File: src/rtl/truth_table_sweeper.sv
`default_nettype none
// ==== truth_table_sweeper: drives every input combination, compares DUT output vs EXP_LUT ====
// ==== Revision: 1.0 ===========================================================================
module truth_table_sweeper #(
  parameter int                   N_IN    = 3,
  parameter int                   HOLD    = 10,
  parameter logic [(1<<N_IN)-1:0] EXP_LUT = 8'hE8
) (
  input  logic            clk,
  input  logic            rst,
  input  logic            start,
  output logic [N_IN-1:0] vec_out,
  input  logic            y_in,
  output logic            busy,
  output logic            done,
  output logic            pass,
  output logic [N_IN:0]   err_count,
  output logic [N_IN-1:0] first_fail_vec,
  output logic            first_fail_valid
);

  generate
    if (N_IN < 1 || N_IN > 8 || HOLD < 1 || HOLD > 255) begin : g_param_check
      $error("truth_table_sweeper: N_IN must be 1..8 and HOLD must be 1..255");
    end
  endgenerate

  localparam logic [7:0]      HOLD_LAST = 8'(HOLD - 1);
  localparam logic [N_IN-1:0] IDX_LAST  = {N_IN{1'b1}};
  localparam logic [N_IN:0]   ERR_MAX   = {1'b1, {N_IN{1'b0}}};

  typedef enum logic [1:0] {
    S_IDLE  = 2'd0,
    S_DRIVE = 2'd1,
    S_DONE  = 2'd2
  } state_t;

  state_t          state_q;
  logic [N_IN-1:0] idx_q;
  logic [7:0]      hold_q;
  logic [N_IN-1:0] vec_q;
  logic            busy_q;
  logic            done_q;
  logic            pass_q;
  logic [N_IN:0]   err_q;
  logic [N_IN-1:0] ffv_q;
  logic            ffvalid_q;

  logic            sample;
  logic            mismatch;
  logic [N_IN:0]   err_d;

  // Compare happens only on the final cycle of each hold window.
  assign sample   = (state_q == S_DRIVE) && (hold_q == HOLD_LAST);
  assign mismatch = sample && (y_in != EXP_LUT[idx_q]);
  assign err_d    = (mismatch && (err_q != ERR_MAX)) ? err_q + 1'b1 : err_q;

  always_ff @(posedge clk or posedge rst) begin
    if (rst) begin
      state_q   <= S_IDLE;
      idx_q     <= '0;
      hold_q    <= '0;
      vec_q     <= '0;
      busy_q    <= 1'b0;
      done_q    <= 1'b0;
      pass_q    <= 1'b0;
      err_q     <= '0;
      ffv_q     <= '0;
      ffvalid_q <= 1'b0;
    end else begin
      case (state_q)
        S_IDLE, S_DONE: begin
          if (start) begin
            state_q   <= S_DRIVE;
            idx_q     <= '0;
            hold_q    <= '0;
            vec_q     <= '0;
            busy_q    <= 1'b1;
            done_q    <= 1'b0;
            pass_q    <= 1'b0;
            err_q     <= '0;
            ffv_q     <= '0;
            ffvalid_q <= 1'b0;
          end
        end
        S_DRIVE: begin
          err_q <= err_d;
          if (mismatch && !ffvalid_q) begin
            ffv_q     <= idx_q;
            ffvalid_q <= 1'b1;
          end
          if (hold_q == HOLD_LAST) begin
            hold_q <= '0;
            if (idx_q == IDX_LAST) begin
              state_q <= S_DONE;
              idx_q   <= '0;
              vec_q   <= '0;
              busy_q  <= 1'b0;
              done_q  <= 1'b1;
              pass_q  <= (err_d == '0);
            end else begin
              idx_q <= idx_q + 1'b1;
              vec_q <= idx_q + 1'b1;
            end
          end else begin
            hold_q <= hold_q + 1'b1;
          end
        end
        default: state_q <= S_IDLE;
      endcase
    end
  end

  assign vec_out          = vec_q;
  assign busy             = busy_q;
  assign done             = done_q;
  assign pass             = pass_q;
  assign err_count        = err_q;
  assign first_fail_vec   = ffv_q;
  assign first_fail_valid = ffvalid_q;

endmodule
`default_nettype wire

File: config.mk
export PLATFORM = sky130hd
export DESIGN_NAME = truth_table_sweeper
export DESIGN_NICKNAME = d
export VERILOG_FILES = /design/src/rtl/truth_table_sweeper.sv
export SDC_FILE = /design/constraint.sdc
export NUM_CORES = 1
export LEC_CHECK = 0
export CAP_MARGIN = 15
export CORE_MARGIN = 4
export CORE_UTILIZATION = 53
export DETAILED_ROUTE_END_ITERATION = 10
export GPL_TIMING_DRIVEN = 0
export PLACE_DENSITY_LB_ADDON = 0.25
export SETUP_SLACK_MARGIN = 0.4
export SYNTH_ARGS = -nofsm -noshare
export SYNTH_HDL_FRONTEND = slang
export SYNTH_SLANG_ARGS = --single-unit
File: constraint.sdc
create_clock -name clk -period 2.9 [get_ports clk]
set_clock_uncertainty 0.2 [all_clocks]
set_input_delay 0.58 -clock clk [delete_from_list [all_inputs] [get_ports clk]]
set_output_delay 0.58 -clock clk [all_outputs]
set_load 0.01 [all_outputs]
### After elaboration in Yosys (flattened, before gate mapping)

Memory sizes are Yosys's and may differ from the RTL's.
Index checks and enable logic that the tools add are counted.

* output and inout bits: 14
* register bits after elaboration: 24
* input port bits: 4
* ROM bits: 8
* memories kept: 1

* add/subtract/negate cells: 3
* muxes and demuxes: 30
* equality and inequality tests: 10
* magnitude comparators: 1
* reduce and logical (&&, ||, !) cells: 14

Memories
* (no name shown): words 8, bits a word 1, read ports 1, clocked after memory_dff 0, wr ports 0, line 55 `assign mismatch = sample && (y_in != EXP_LUT[idx_q]);`

Operator list (number)
* $mux 8: 2
* $pmux 8 s2: 1
* $mux 3: 4
* $pmux 3 s2: 2
* $mux 1: 10
* $reduce_and 3->1: 3
* $add 8x1->8 const B: 1
* $eq 8x4->1 const B: 1
* $mux 4: 2
* $pmux 1 s2: 4
* $pmux 4 s2: 1
* $mux 2: 3
* $ne 2x1->1 const B: 3
* $add 4x1->4 const B: 1
* $logic_and 1x1->1: 4
* $logic_not 4->1: 1
* $lt 3x4->1 const B: 1
* $ne 4x4->1 const B: 1
* $pmux 2 s2: 1
* $reduce_and 4->1: 1
* $add 3x1->3 const B: 1
* $eq 3x3->1 const B: 1
* $eq 2x1->1 const B: 1
* $eq 2x2->1 const B: 1
* other kinds (7): 7

### Longest topological paths before layout

Gate-level depths: netlist of the first run.

* depth in word-level cells: 10
* gate-level depth with buffers: 7

### Least setup slack after synthesis of the first run

No wires, ideal clock.

* kind: register -> register
* start point: register, netlist name vec_out[0]
* end point: register ffv_q[0] (netlist: first_fail_vec[0])
* arrival time: 1984 ps
* library setup time: 149 ps
* path slack: 567 ps
* cell stages (with the launch flop): 7
* path buffers: 0
* required time: 2551 ps
* clock period less this slack: 2333 ps
* cell sequence: dfrtp_1 > inv_1 > ha_1 > and2_1 > or3_2 > a211oi_1 > o21ai_0

RTL lines
* to (signal assigned): line 89 `ffv_q <= idx_q;`
* to (decl): line 46 `logic [N_IN-1:0] ffv_q;`

==> results of run 1 <==
logic make-up (layout without fill, tap and decap cells):
| kind of cell | count (synthesis) | count (layout) | share of synthesized area |
|---|---|---|---|
| multiplexers | 2 | 2 | 0.01527 |
| AND/OR/NAND/NOR | 53 | 53 | 0.2061 |
| buffers and inverters | 11 | 36 | 0.03149 |
| AO/OA/AOI/OAI | 32 | 32 | 0.1756 |
| adder cells (fa/ha/maj) | 7 | 7 | 0.06679 |
| flip-flops | 24 | 24 | 0.4580 |
| XOR/XNOR | 7 | 7 | 0.04676 |
placed cells by master (no fill, tap or decap), types with 4 or more instances in the layout:
cell type	n
buf_4	4
clkdlybuf4s50_1	17
dfrtp_1	23
ha_1	7
inv_1	9
nand2_1	17
nand3_1	6
nand4_1	4
nor2_1	9
nor3_1	4
o21ai_0	12
xor2_1	5
flip-flops by register name, summed over array words and instances, names as in the netlist:
register / cells
done: 1
vec_out: 3
err_count: 4
busy: 1
hold_q: 8
pass: 1
first_fail_vec: 3
first_fail_valid: 1
state_q: 2
path summary, 6_finish.rpt:
path	start	end	slack [ns]	cells past startpoint
max in group asynchronous	rst	vec_out[0]$_DFFE_PP0P_	1.36	2
worst max register to register	vec_out[0]$_DFFE_PP0P_	pass$_DFFE_PP0P_	0.51	7
worst min-delay path	done$_DFFE_PP0P_	done$_DFFE_PP0P_	0.31	2
worst max-delay path	vec_out[0]$_DFFE_PP0P_	pass$_DFFE_PP0P_	0.51	7
worst min register to register	done$_DFFE_PP0P_	done$_DFFE_PP0P_	0.31	2
min in group asynchronous	rst	first_fail_vec[1]$_DFFE_PP0P_	0.53	2
power by group through the flow:
| stage | sequential, µW | combinational [µW] | clock, µW |
|---|---|---|---|
| after floorplan | 561 | 282 | 0 |
| after global placement | 555 | 458 | 0 |
| after detailed placement | 563 | 477 | 0 |
| after CTS | 560 | 482 | 182 |
| after global routing | 586 | 567 | 202 |
| final | 564 | 505 | 183 |
timing repair:
| item | in CTS | in global routing |
|---|---|---|
| gates resized for setup | 2 | 3 |
| cloned | 0 | 0 |
| pin swaps | 0 | 1 |
| setup endpoints to repair | 4 | 2 |
| buffers inserted | 0 | 4 |
tightest hold or removal path, delay by kind of cell (launching register included):
| kind | cells | cell delay, ns |
|---|---|---|
| DFF | 1 | 0.37 |
| and+or+nand+nor | 2 | 0.11 |
stage by stage:
step,instance area [µm²],hold slack (ns)
6_report,1590,0.3074
5_1_grt,1590,0.3190
4_1_cts,1558,0.3133
3_3_place_gp,1516,0.2571
3_5_place_dp,1516,0.2835
2_1_floorplan,1311,0.2476
area by class of cell:
| cell class | count | area [µm²] |
|---|---|---|
| clock buffer | 4 | 36.28 |
| buffer | 2 | 8.758 |
| timing repair buffer | 21 | 200.2 |
| multi-input combinational | 101 | 674.4 |
| tap | 28 | 35.03 |
| inverter | 9 | 33.78 |
| sequential | 24 | 601.8 |
| fill | 190 | 685.7 |
per-layer routing:
metal	vias up	routed length (µm)	global-route usage
met5	-	0	0
met4	0	53	0.06291
met3	6	123	0.04232
met2	36	1368	0.3000
met1	540	1313	0.2472
li1	536	-	-
==> summary.md, run 1 <==
| Metric | Value |
|---|---|
| Cells after synthesis | roughly 140 |
| Cell Count, Final, Fillers Out | around 190 |
| Die Wd | 57.74 µm |
| CTS tree | built |
| Placement Setup Slack | just over 0.09 ns |
| Syn. warnings | 0 |
| CTS Hold Bufs | 0 |
| Crit path buffers/inverters | 1 |
| # rows | 17 |
| Worst-path cell chain | inv_1 -> ha_1 -> and2_1 -> or3_2 -> a211o_2 -> xnor2_1 -> o41ai_2 |
| Status | finished, final reports clean |
| Final number of max-transition violations | 0 |
| DP HPWL | between 2000 and 2500 µm |
| Area delta synth->final | 21.28% |
| Max stage delay cell, worst path | or3_2 |
| Clock Pin Slew Worst Setup and Hold Paths | around 0.13 ns |
| CP Max Fanout | 5 |
| Sw Share | 0.3847 |
| Vias | between 1000 and 1500 |
| Pint | ~770 µW |
| Worst EP required | around 3 ns |
| Clk pwr share | 0.146 |
| I/O pin total | 18 |
| 1st-iter DRT viols | 42 |
| Grt total ovfl | 0 |
| Total power | roughly 1300 µW |
| DIE AREA | approximately 3300 µm² |
| DRT antenna net count | 0 |
| P per Cell Area | 786.7 nW/µm² |
| Setup TNS | 0 ns |
| Antenna violations before repair | 0 |
| Crit path max-delay family | simple AND/OR/NAND/NOR gates |
| Crit-path max cell delay | between 0.4 and 0.5 ns |
| Final design utilization | 0.6987 |
| Tcrit/Tclk final | 0.8238 |
| # DRC | 0 |
| Register area share after synthesis | 0.4580 |
| Final Hold Fails | 0 |
| Yosys top cell area share | 0.4580 |
| Largest net degree at the start of global routing | 25 |
| Drt wl/cell | between 15 and 20 µm |
| Share of post-route cells with drive strength above 1 | 0.1118 |
| Combinational Power Share | 0.403 |
| Leak pwr | a little under 0.0007 µW |
| Clock Sinks | 24 |
| CTS buffer count | 3 |
| Count leader, synth | dfrtp_1 |
| Primary FF master, synth | dfrtp_1 |
| Fmax | about 0.42 GHz |
| DR pass1 iterations | 4 |
| Nets | about 170 |
| Vias in the first global route | 1119 |
| Synth async-reset ratio | 1.000 |
| Critical Path End Type | flop |
| Worst-skew pair later-pin latency | approximately 0.32 ns |
| Worst hold path class | reg2reg |
| Post-route minimum period | between 2 and 2.5 ns |
| Synth Register Bits | 24 |
| Max rail drop VDD | between 0.5 and 0.6 mV |
| Starting Density | 0.5761 |
| RSZ-0062 raised after global routing | yes |
| Number of synthesized flops with an enable pin | 0 |
| Core Box Area | roughly 2300 µm² |
| Worst setup SP type | flop |
| Synth Net Count | roughly 150 |
| Inst Count DP | approximately 180 |
| Vias/cell | between 5 and 6 |
| Slew @ Worst Pin | between 0.8 and 0.9 ns |
| Mapped Area | 1311 µm² |
| GRT Total Usage | 0.1863 |
| Normalized max-slew margin | 0.3997 |
| Ant. Diodes | 0 |
| Final Routed Wirelength | 2859 µm |
| Number of setup violations in the final report | 0 |
| Crit path arrival time | about 2.4 ns |
| Max cap viols | 0 |
| Post-route setup slack | 0.5110 ns |
| Distinct cell type count of the synthesized netlist | 36 |
| Post-synthesis area per instance | approximately 9.6 µm² |
| Root Buffer | clkbuf_4 |
| Setup CP Type | reg2reg |
| Number of port buffers | 17 |
| Sequential power share | 0.451 |
| Top post-synthesis cells by count | dfrtp_1 (24), nand2_1 (17), o21ai_0 (13) |
| Clock buffer depth | 2 |
| H-tree lvl count | 1 |
| GP Congestion | 0.8268 |
| Psw | roughly 480 µW |
| Largest cells by area after synthesis | dfrtp_1 (46%), ha_1 (6.7%), o21ai_0 (5.0%) |
| Cell taking the most area after synthesis | dfrtp_1 |
| First-pass GRT wire length | around 5000 µm |
| Die height | around 58 µm |
Power figures use the tool's default switching activity.
==> inputs of run 2 (changes only) <==
==> constraint.sdc (replaced) <==
create_clock -name clk -period 2.3 [get_ports clk]
set_clock_uncertainty 0.2 [all_clocks]
set_input_delay 0.46 -clock clk [delete_from_list [all_inputs] [get_ports clk]]
set_output_delay 0.46 -clock clk [all_outputs]
set_load 0.01 [all_outputs]
==> summary.md, run 2 (same netlist as run 1, synthesis figures left out) <==
| Metric | Value |
|---|---|
| Clock Sinks | 24 (unchanged) |
| H-tree lvl count | 1 (unchanged) |
| Worst-skew pair later-pin latency | 0.34 ns (was 0.32 ns) |
| Post-route minimum period | 2.375 ns (was 2.389 ns) |
| Final design utilization | 0.7845 (was 0.6987) |
| First-pass GRT wire length | 5430 µm (was 4871 µm) |
| Die height | 57.74 µm (unchanged) |
| Post-route setup slack | -0.07456 ns (was 0.5110 ns) |
| Area of the multi-input gates | 726.9 µm² (was 674.4 µm²) |
| CTS Hold Bufs | 0 (unchanged) |
| Starting Density | 0.5761 (unchanged) |
| Clock buffer depth | 2 (unchanged) |
| Number of port buffers | 17 (unchanged) |
| Vias in the first global route | 1205 (was 1119) |
| Vias/cell | 5.903 (was 5.915) |
| DIE AREA | 3334 µm² (unchanged) |
| Number of setup violations in the final report | 4 (was 0) |
| DP Area | 1540 µm² (was 1516 µm²) |
| Top reg by flops | hold_q (unchanged) |
| Area delta synth->final | 36.16% (was 21.28%) |
| Clock Pin Slew Worst Setup and Hold Paths | 0.13 ns (about the same) |
| Nets | 191 (was 173) |
| Critical Path End Type | flop (unchanged) |
| R2R cell count | 8 (was 7) |
| Root Buffer | clkbuf_4 (unchanged) |
| Setup TNS | -0.1805 ns (was 0 ns) |
| Status | finished with violations (was finished, final reports clean) |
| # rows | 17 (unchanged) |
| Setup CP Type | reg2reg (unchanged) |
| FILL cells | 148 (was 190) |
| Commonest cells after routing, fill and taps aside | dfrtp_1 (21), buf_4 (21), nand2_1 (17) (was dfrtp_1 (23), nand2_1 (17), clkdlybuf4s50_1 (17)) |
| Die Wd | 57.74 µm (unchanged) |
| Grt total ovfl | 0 (unchanged) |
| CTS buffer count | 3 (unchanged) |
| Max rail drop VDD | 0.6940 mV (was 0.5950 mV) |
| Worst setup SP type | flop (unchanged) |
| Worst hold path class | reg2reg (unchanged) |
| RSZ-0062 raised after global routing | yes (unchanged) |
| Largest register FFs | 8 (unchanged) |
| I/O pin total | 18 (unchanged) |
| Tcrit/Tclk final | 1.032 (was 0.8238) |
| GP Congestion | 0.8411 (was 0.8268) |
| Crit-path max cell delay | 0.48 ns (was 0.49 ns) |
| GRT Total Usage | 0.2054 (was 0.1863) |
| Final Hold Fails | 0 (unchanged) |
| Vias | 1216 (was 1118) |
| Cell Count, Final, Fillers Out | 206 (was 189) |
| DP HPWL | 2047 µm (was 2039 µm) |
| Slew @ Worst Pin | 0.9165 ns (was 0.8995 ns) |
| Max cap viols | 0 (unchanged) |
| Core Box Area | 2276 µm² (unchanged) |
| Normalized max-slew margin | 0.3883 (was 0.3997) |
| Max stage delay cell, worst path | or3_4 (was or3_2) |
| # DRC | 0 (unchanged) |
| Worst-path cell chain | inv_1 -> ha_1 -> nand3b_1 -> or3_4 -> buf_6 -> a211oi_4 -> nand2_1 -> o21ai_1 (was inv_1 -> ha_1 -> and2_1 -> or3_2 -> a211o_2 -> xnor2_1 -> o41ai_2) |
| Failing checks | negative setup slack |
| CTS tree | built (unchanged) |
| Fmax | 0.4211 GHz (was 0.4186 GHz) |
| Largest net degree at the start of global routing | 25 (unchanged) |
| DRT antenna net count | 0 (unchanged) |
| 1st-iter DRT viols | 55 (was 42) |
| Drt wl/cell | 17.00 µm (was 15.13 µm) |
| Hold WS | 0.2923 ns (was 0.3074 ns) |
| Share of post-route cells with drive strength above 1 | 0.2416 (was 0.1118) |
| Crit path arrival time | 2.43 ns (was 2.42 ns) |
| Register area | 604.3 µm² (was 601.8 µm²) |
| DR pass1 iterations | 4 (unchanged) |
| Inst Count DP | 181 (unchanged) |
| Design area | 1785 µm² (was 1590 µm²) |
| Ant. Diodes | 0 (unchanged) |
| Leak pwr | 0.0009388 µW (was 0.0006892 µW) |
| Final number of max-transition violations | 0 (unchanged) |
| Final Routed Wirelength | 3503 µm (was 2859 µm) |
| Hold path cells | 2 (unchanged) |
| Antenna violations before repair | 0 (unchanged) |
| P per Cell Area | 980.4 nW/µm² (was 786.7 nW/µm²) |
| Worst EP required | 2.36 ns (was 2.93 ns) |
| CP Max Fanout | 7 (was 5) |
run 2: cell count changes in the layout (fill, tap and decap cells not counted), moves of 2 or more:
cell / change
dfrtp_2: +2
o21ai_1: +3
dlygate4sd2_1: +4
dfrtp_1: -2
xnor2_1: -2
xnor2_2: +2
o21ai_0: -4
dlymetal6s2s_1: +9
buf_4: +17
clkdlybuf4s50_1: -14
run 2: metrics by stage:
stage	power, µW	worst slack, ns
after detailed placement	1333	-0.1223
final	1751	-0.07456
after global routing	1886	-0.2063
after global placement	1290	-0.08725
after CTS	1615	0.001815
after floorplan	1078	0.1129
run 2: worst paths after layout:
check | start | to | slack [ns]
max reg2reg | hold_q[1]$_DFFE_PP0P_ | first_fail_vec[2]$_DFFE_PP0P_ | -0.07
min | done$_DFFE_PP0P_ | done$_DFFE_PP0P_ | 0.29
max in group asynchronous | rst | err_count[2]$_DFFE_PP0P_ | 0.86
min in group asynchronous | rst | hold_q[4]$_DFFE_PP0P_ | 0.42
min reg2reg | done$_DFFE_PP0P_ | done$_DFFE_PP0P_ | 0.29
max | hold_q[1]$_DFFE_PP0P_ | first_fail_vec[2]$_DFFE_PP0P_ | -0.07
run 2: what timing repair did:
action                                  4_1_cts  5_1_grt
gates cloned                                  0        0
gates resized for setup                      13       17
pin swaps                                     3        7
endpoints found under the setup margin       31       33
buffers inserted                             13        9
run 2: layer usage:
metal | global-route usage | up-vias | routed length, µm
li1 | - | 574 | -
met4 | 0.07616 | 0 | 145
met5 | 0 | - | 0
met1 | 0.2839 | 592 | 1463
met2 | 0.3290 | 37 | 1786
met3 | 0.02673 | 13 | 109
run 2: worst max-delay path, delay by kind of cell, from the launching register on:
kind | cells | cell delay (ns)
AND/OR/NAND/NOR | 3 | 0.81
AO/OA/AOI/OAI | 2 | 0.46
flip-flops | 1 | 0.43
buffers and inverters | 2 | 0.22
adder cells (fa/ha/maj) | 1 | 0.17
run 2: layout make-up:
class	count	area share
clock buffer	3	0.01261
inverter	9	0.01892
tap	28	0.01962
multi-input combinational	101	0.4071
buffer	2	0.006307
sequential	24	0.3385
timing repair buffer	39	0.1969
run 2: power by group:
part	leakage (µW)	switching [µW]	internal, µW
sequential	0.000301	132	555
clock	0.0000138	137	61.8
combinational	0.000624	430	435
==> inputs of run 3 (changes only) <==
--- a/config.mk
+++ b/config.mk
@@ -5,6 +5,7 @@
 export SDC_FILE = /design/constraint.sdc
 export NUM_CORES = 1
 export LEC_CHECK = 0
+export ABC_CLOCK_PERIOD_IN_PS = 2600
 export CAP_MARGIN = 15
 export CORE_MARGIN = 4
 export CORE_UTILIZATION = 53
==> constraint.sdc (replaced) <==
create_clock -name clk -period 2.6 [get_ports clk]
set_clock_uncertainty 0.2 [all_clocks]
set_input_delay 0.52 -clock clk [delete_from_list [all_inputs] [get_ports clk]]
set_output_delay 0.52 -clock clk [all_outputs]
set_load 0.01 [all_outputs]
==> summary.md, run 3 (same netlist as run 1, synthesis figures left out) <==
| Metric | Value |
|---|---|
| Status | finished, final reports clean (was finished with violations) |
| Crit path buffers/inverters | 1 (was 2) |
| Die Wd | 57.74 µm (unchanged) |
| Pint | 974.1 µW (was 1052 µW) |
| Setup CP Type | reg2reg (unchanged) |
| Crit path max-delay family | simple AND/OR/NAND/NOR gates (unchanged) |
| Total power | 1547 µW (was 1751 µW) |
| Tcrit/Tclk final | 0.8987 (was 1.032) |
| R2R cell count | 6 (was 8) |
| RSZ-0062 raised after global routing | yes (unchanged) |
| Number of setup violations in the final report | 0 (was 4) |
| Top reg by flops | hold_q (unchanged) |
| CTS buffer count | 3 (unchanged) |
| Final Hold Fails | 0 (unchanged) |
| DIE AREA | 3334 µm² (unchanged) |
| Hold path cells | 2 (unchanged) |
| Grt total ovfl | 0 (unchanged) |
| Worst EP required | 2.61 ns (was 2.36 ns) |
| Worst setup SP type | flop (unchanged) |
| Register-to-register setup slack | 0.26 ns (was -0.07 ns) |
| H-tree lvl count | 1 (unchanged) |
| Fmax | 0.4280 GHz (was 0.4211 GHz) |
| CP Max Fanout | 4 (was 7) |
| CP endpoint | err_count[3]$_DFFE_PP0P_ (was first_fail_vec[2]$_DFFE_PP0P_) |
| Number of port buffers | 17 (unchanged) |
| P per Cell Area | 906.1 nW/µm² (was 980.4 nW/µm²) |
| Starting Density | 0.5761 (unchanged) |
| First-pass GRT wire length | 4843 µm (was 5430 µm) |
| Cell Count, Final, Fillers Out | 194 (was 206) |
| Root Buffer | clkbuf_4 (unchanged) |
| Post-route minimum period | 2.337 ns (was 2.375 ns) |
| Setup TNS | 0 ns (was -0.1805 ns) |
| Core Box Area | 2276 µm² (unchanged) |
| Ant. Diodes | 0 (unchanged) |
| DRT antenna net count | 0 (unchanged) |
| Final number of max-transition violations | 0 (unchanged) |
| Worst Setup SP | hold_q[5]$_DFFE_PP0P_ (was hold_q[1]$_DFFE_PP0P_) |
| Largest net degree at the start of global routing | 25 (unchanged) |
| Worst-skew pair later-pin latency | 0.32 ns (was 0.34 ns) |
| Combinational Power Share | 0.421 (was 0.494) |
| Vias | 1122 (was 1216) |
| Max rail drop VDD | 0.8500 mV (was 0.6940 mV) |
| Final Routed Wirelength | 3026 µm (was 3503 µm) |
| Clock Sinks | 24 (unchanged) |
| Crit path arrival time | 2.35 ns (was 2.43 ns) |
| CTS Hold Bufs | 0 (unchanged) |
| Die height | 57.74 µm (unchanged) |
| Area delta synth->final | 30.25% (was 36.16%) |
| DP Area | 1520 µm² (was 1540 µm²) |
| Worst r2r src | hold_q[5]$_DFFE_PP0P_ (was hold_q[1]$_DFFE_PP0P_) |
| Normalized max-slew margin | 0.4058 (was 0.3883) |
| # DRC | 0 (unchanged) |
| Slew @ Worst Pin | 0.8903 ns (was 0.9165 ns) |
| Share of post-route cells with drive strength above 1 | 0.1867 (was 0.2416) |
| Critical Path End Type | flop (unchanged) |
| Clk pwr share | 0.176 (was 0.114) |
| DR pass1 iterations | 4 (unchanged) |
| # rows | 17 (unchanged) |
| Worst hold path class | reg2reg (unchanged) |
| 1st-iter DRT viols | 48 (was 55) |
| Nets | 178 (was 191) |
| Max cap viols | 0 (unchanged) |
| Hold WS | 0.3039 ns (was 0.2923 ns) |
| Leak pwr | 0.0007383 µW (was 0.0009388 µW) |
| Most common cell after layout, fill and taps aside | dfrtp_1 |
| Psw | 573.4 µW (was 698.7 µW) |
| DP HPWL | 2030 µm (was 2047 µm) |
| Crit-path max cell delay | 0.58 ns (was 0.48 ns) |
| Max stage delay cell, worst path | or4_4 (was or3_4) |
| Drt wl/cell | 15.60 µm (was 17.00 µm) |
| Clock buffer depth | 2 (unchanged) |
| Vias/cell | 5.784 (was 5.903) |
| R2r endpoint | err_count[3]$_DFFE_PP0P_ (was first_fail_vec[2]$_DFFE_PP0P_) |
| Sw Share | 0.3705 (was 0.3991) |
| I/O pin total | 18 (unchanged) |
| Design area | 1708 µm² (was 1785 µm²) |
| Commonest cells after routing, fill and taps aside | dfrtp_1 (24), clkdlybuf4s50_1 (17), nand2_1 (16) (was dfrtp_1 (21), buf_4 (21), nand2_1 (17)) |
| Antenna violations before repair | 0 (unchanged) |
| CTS tree | built (unchanged) |
| Inst Count DP | 181 (unchanged) |
| Sequential power share | 0.403 (was 0.392) |
| Vias in the first global route | 1043 (was 1205) |
| Largest register FFs | 8 (unchanged) |
| Worst-path cell chain | or4_4 -> or3_4 -> a211o_4 -> buf_4 -> a21oi_2 -> mux2i_1 (was inv_1 -> ha_1 -> nand3b_1 -> or3_4 -> buf_6 -> a211oi_4 -> nand2_1 -> o21ai_1) |
| Worst path depth | 6 (was 8) |
| Clock Pin Slew Worst Setup and Hold Paths | 0.14 ns (was 0.13 ns) |
| GRT Total Usage | 0.1883 (was 0.2054) |
| GP Congestion | 0.8272 (was 0.8411) |
## run 3: cell types whose count changed in the layout (fill, tap and decap cells not counted), moves of 3 or more
| cell | delta |
|---|---|
| dlygate4sd2_1 | -4 |
| clkdlybuf4s50_1 | +14 |
| dfrtp_1 | +3 |
| dlymetal6s2s_1 | -9 |
| dfrtp_2 | -3 |
| buf_4 | -12 |
## run 3: worst min path at each step
stage	start	to	slack, ns
2_1_floorplan	hold_q[7]$_DFFE_PP0P_	hold_q[7]$_DFFE_PP0P_	0.25
3_5_place_dp	pass$_DFFE_PP0P_	pass$_DFFE_PP0P_	0.27
5_1_grt	hold_q[7]$_DFFE_PP0P_	hold_q[7]$_DFFE_PP0P_	0.33
3_3_place_gp	done$_DFFE_PP0P_	done$_DFFE_PP0P_	0.26
4_1_cts	hold_q[7]$_DFFE_PP0P_	hold_q[7]$_DFFE_PP0P_	0.31
6_report	pass$_DFFE_PP0P_	pass$_DFFE_PP0P_	0.30
## run 3: routing by layer
metal | global-route usage | part of all wire
met1 | 0.2592 | 0.43
met2 | 0.2887 | 0.48
met3 | 0.03118 | 0.060
met4 | 0.08940 | 0.026
met5 | 0 | 0
## run 3: cell type report
cell class,instances,area (µm²)
inverters,9,33.78
clock inverters,1,30.03
well taps,28,35.03
flip-flops and latches,24,600.6
fillers,155,568.0
repair buffers,26,241.5
plain buffers,2,11.26
clock buffers,3,22.52
multi-input cells,101,733.2
## run 3: power by group through the flow
stage          clock network [µW]  logic (µW)  registers, µW
6_report                      273         651            623
5_1_grt                       300         726            643
4_1_cts                       279         590            616
3_5_place_dp                    0         531            628
3_3_place_gp                    0         514            618
2_1_floorplan                   0         318            626
## run 3: timing repair
action,4_1_cts,5_1_grt
gates resized for setup,4,19
pin swaps,1,3
buffers inserted,4,5
setup endpoints to repair,9,20
cloned,0,0
## run 3: per-stage QoR
stage | utilization | setup slack [ns]
final | 0.7504 | 0.2635
after detailed placement | 0.6679 | -0.01725
after CTS | 0.7119 | 0.2874
after floorplan | - | 0.3548
after global placement | 0.6679 | 0.02592
after global routing | 0.7504 | 0.1956
## run 3: worst register-to-register path, stage by stage, from the launching register on
cell and delay (ns):
dfrtp_1 0.41, or4_4 0.58, or3_4 0.40, a211o_4 0.30, buf_4 0.15, a21oi_2 0.12
mux2i_1 0.08
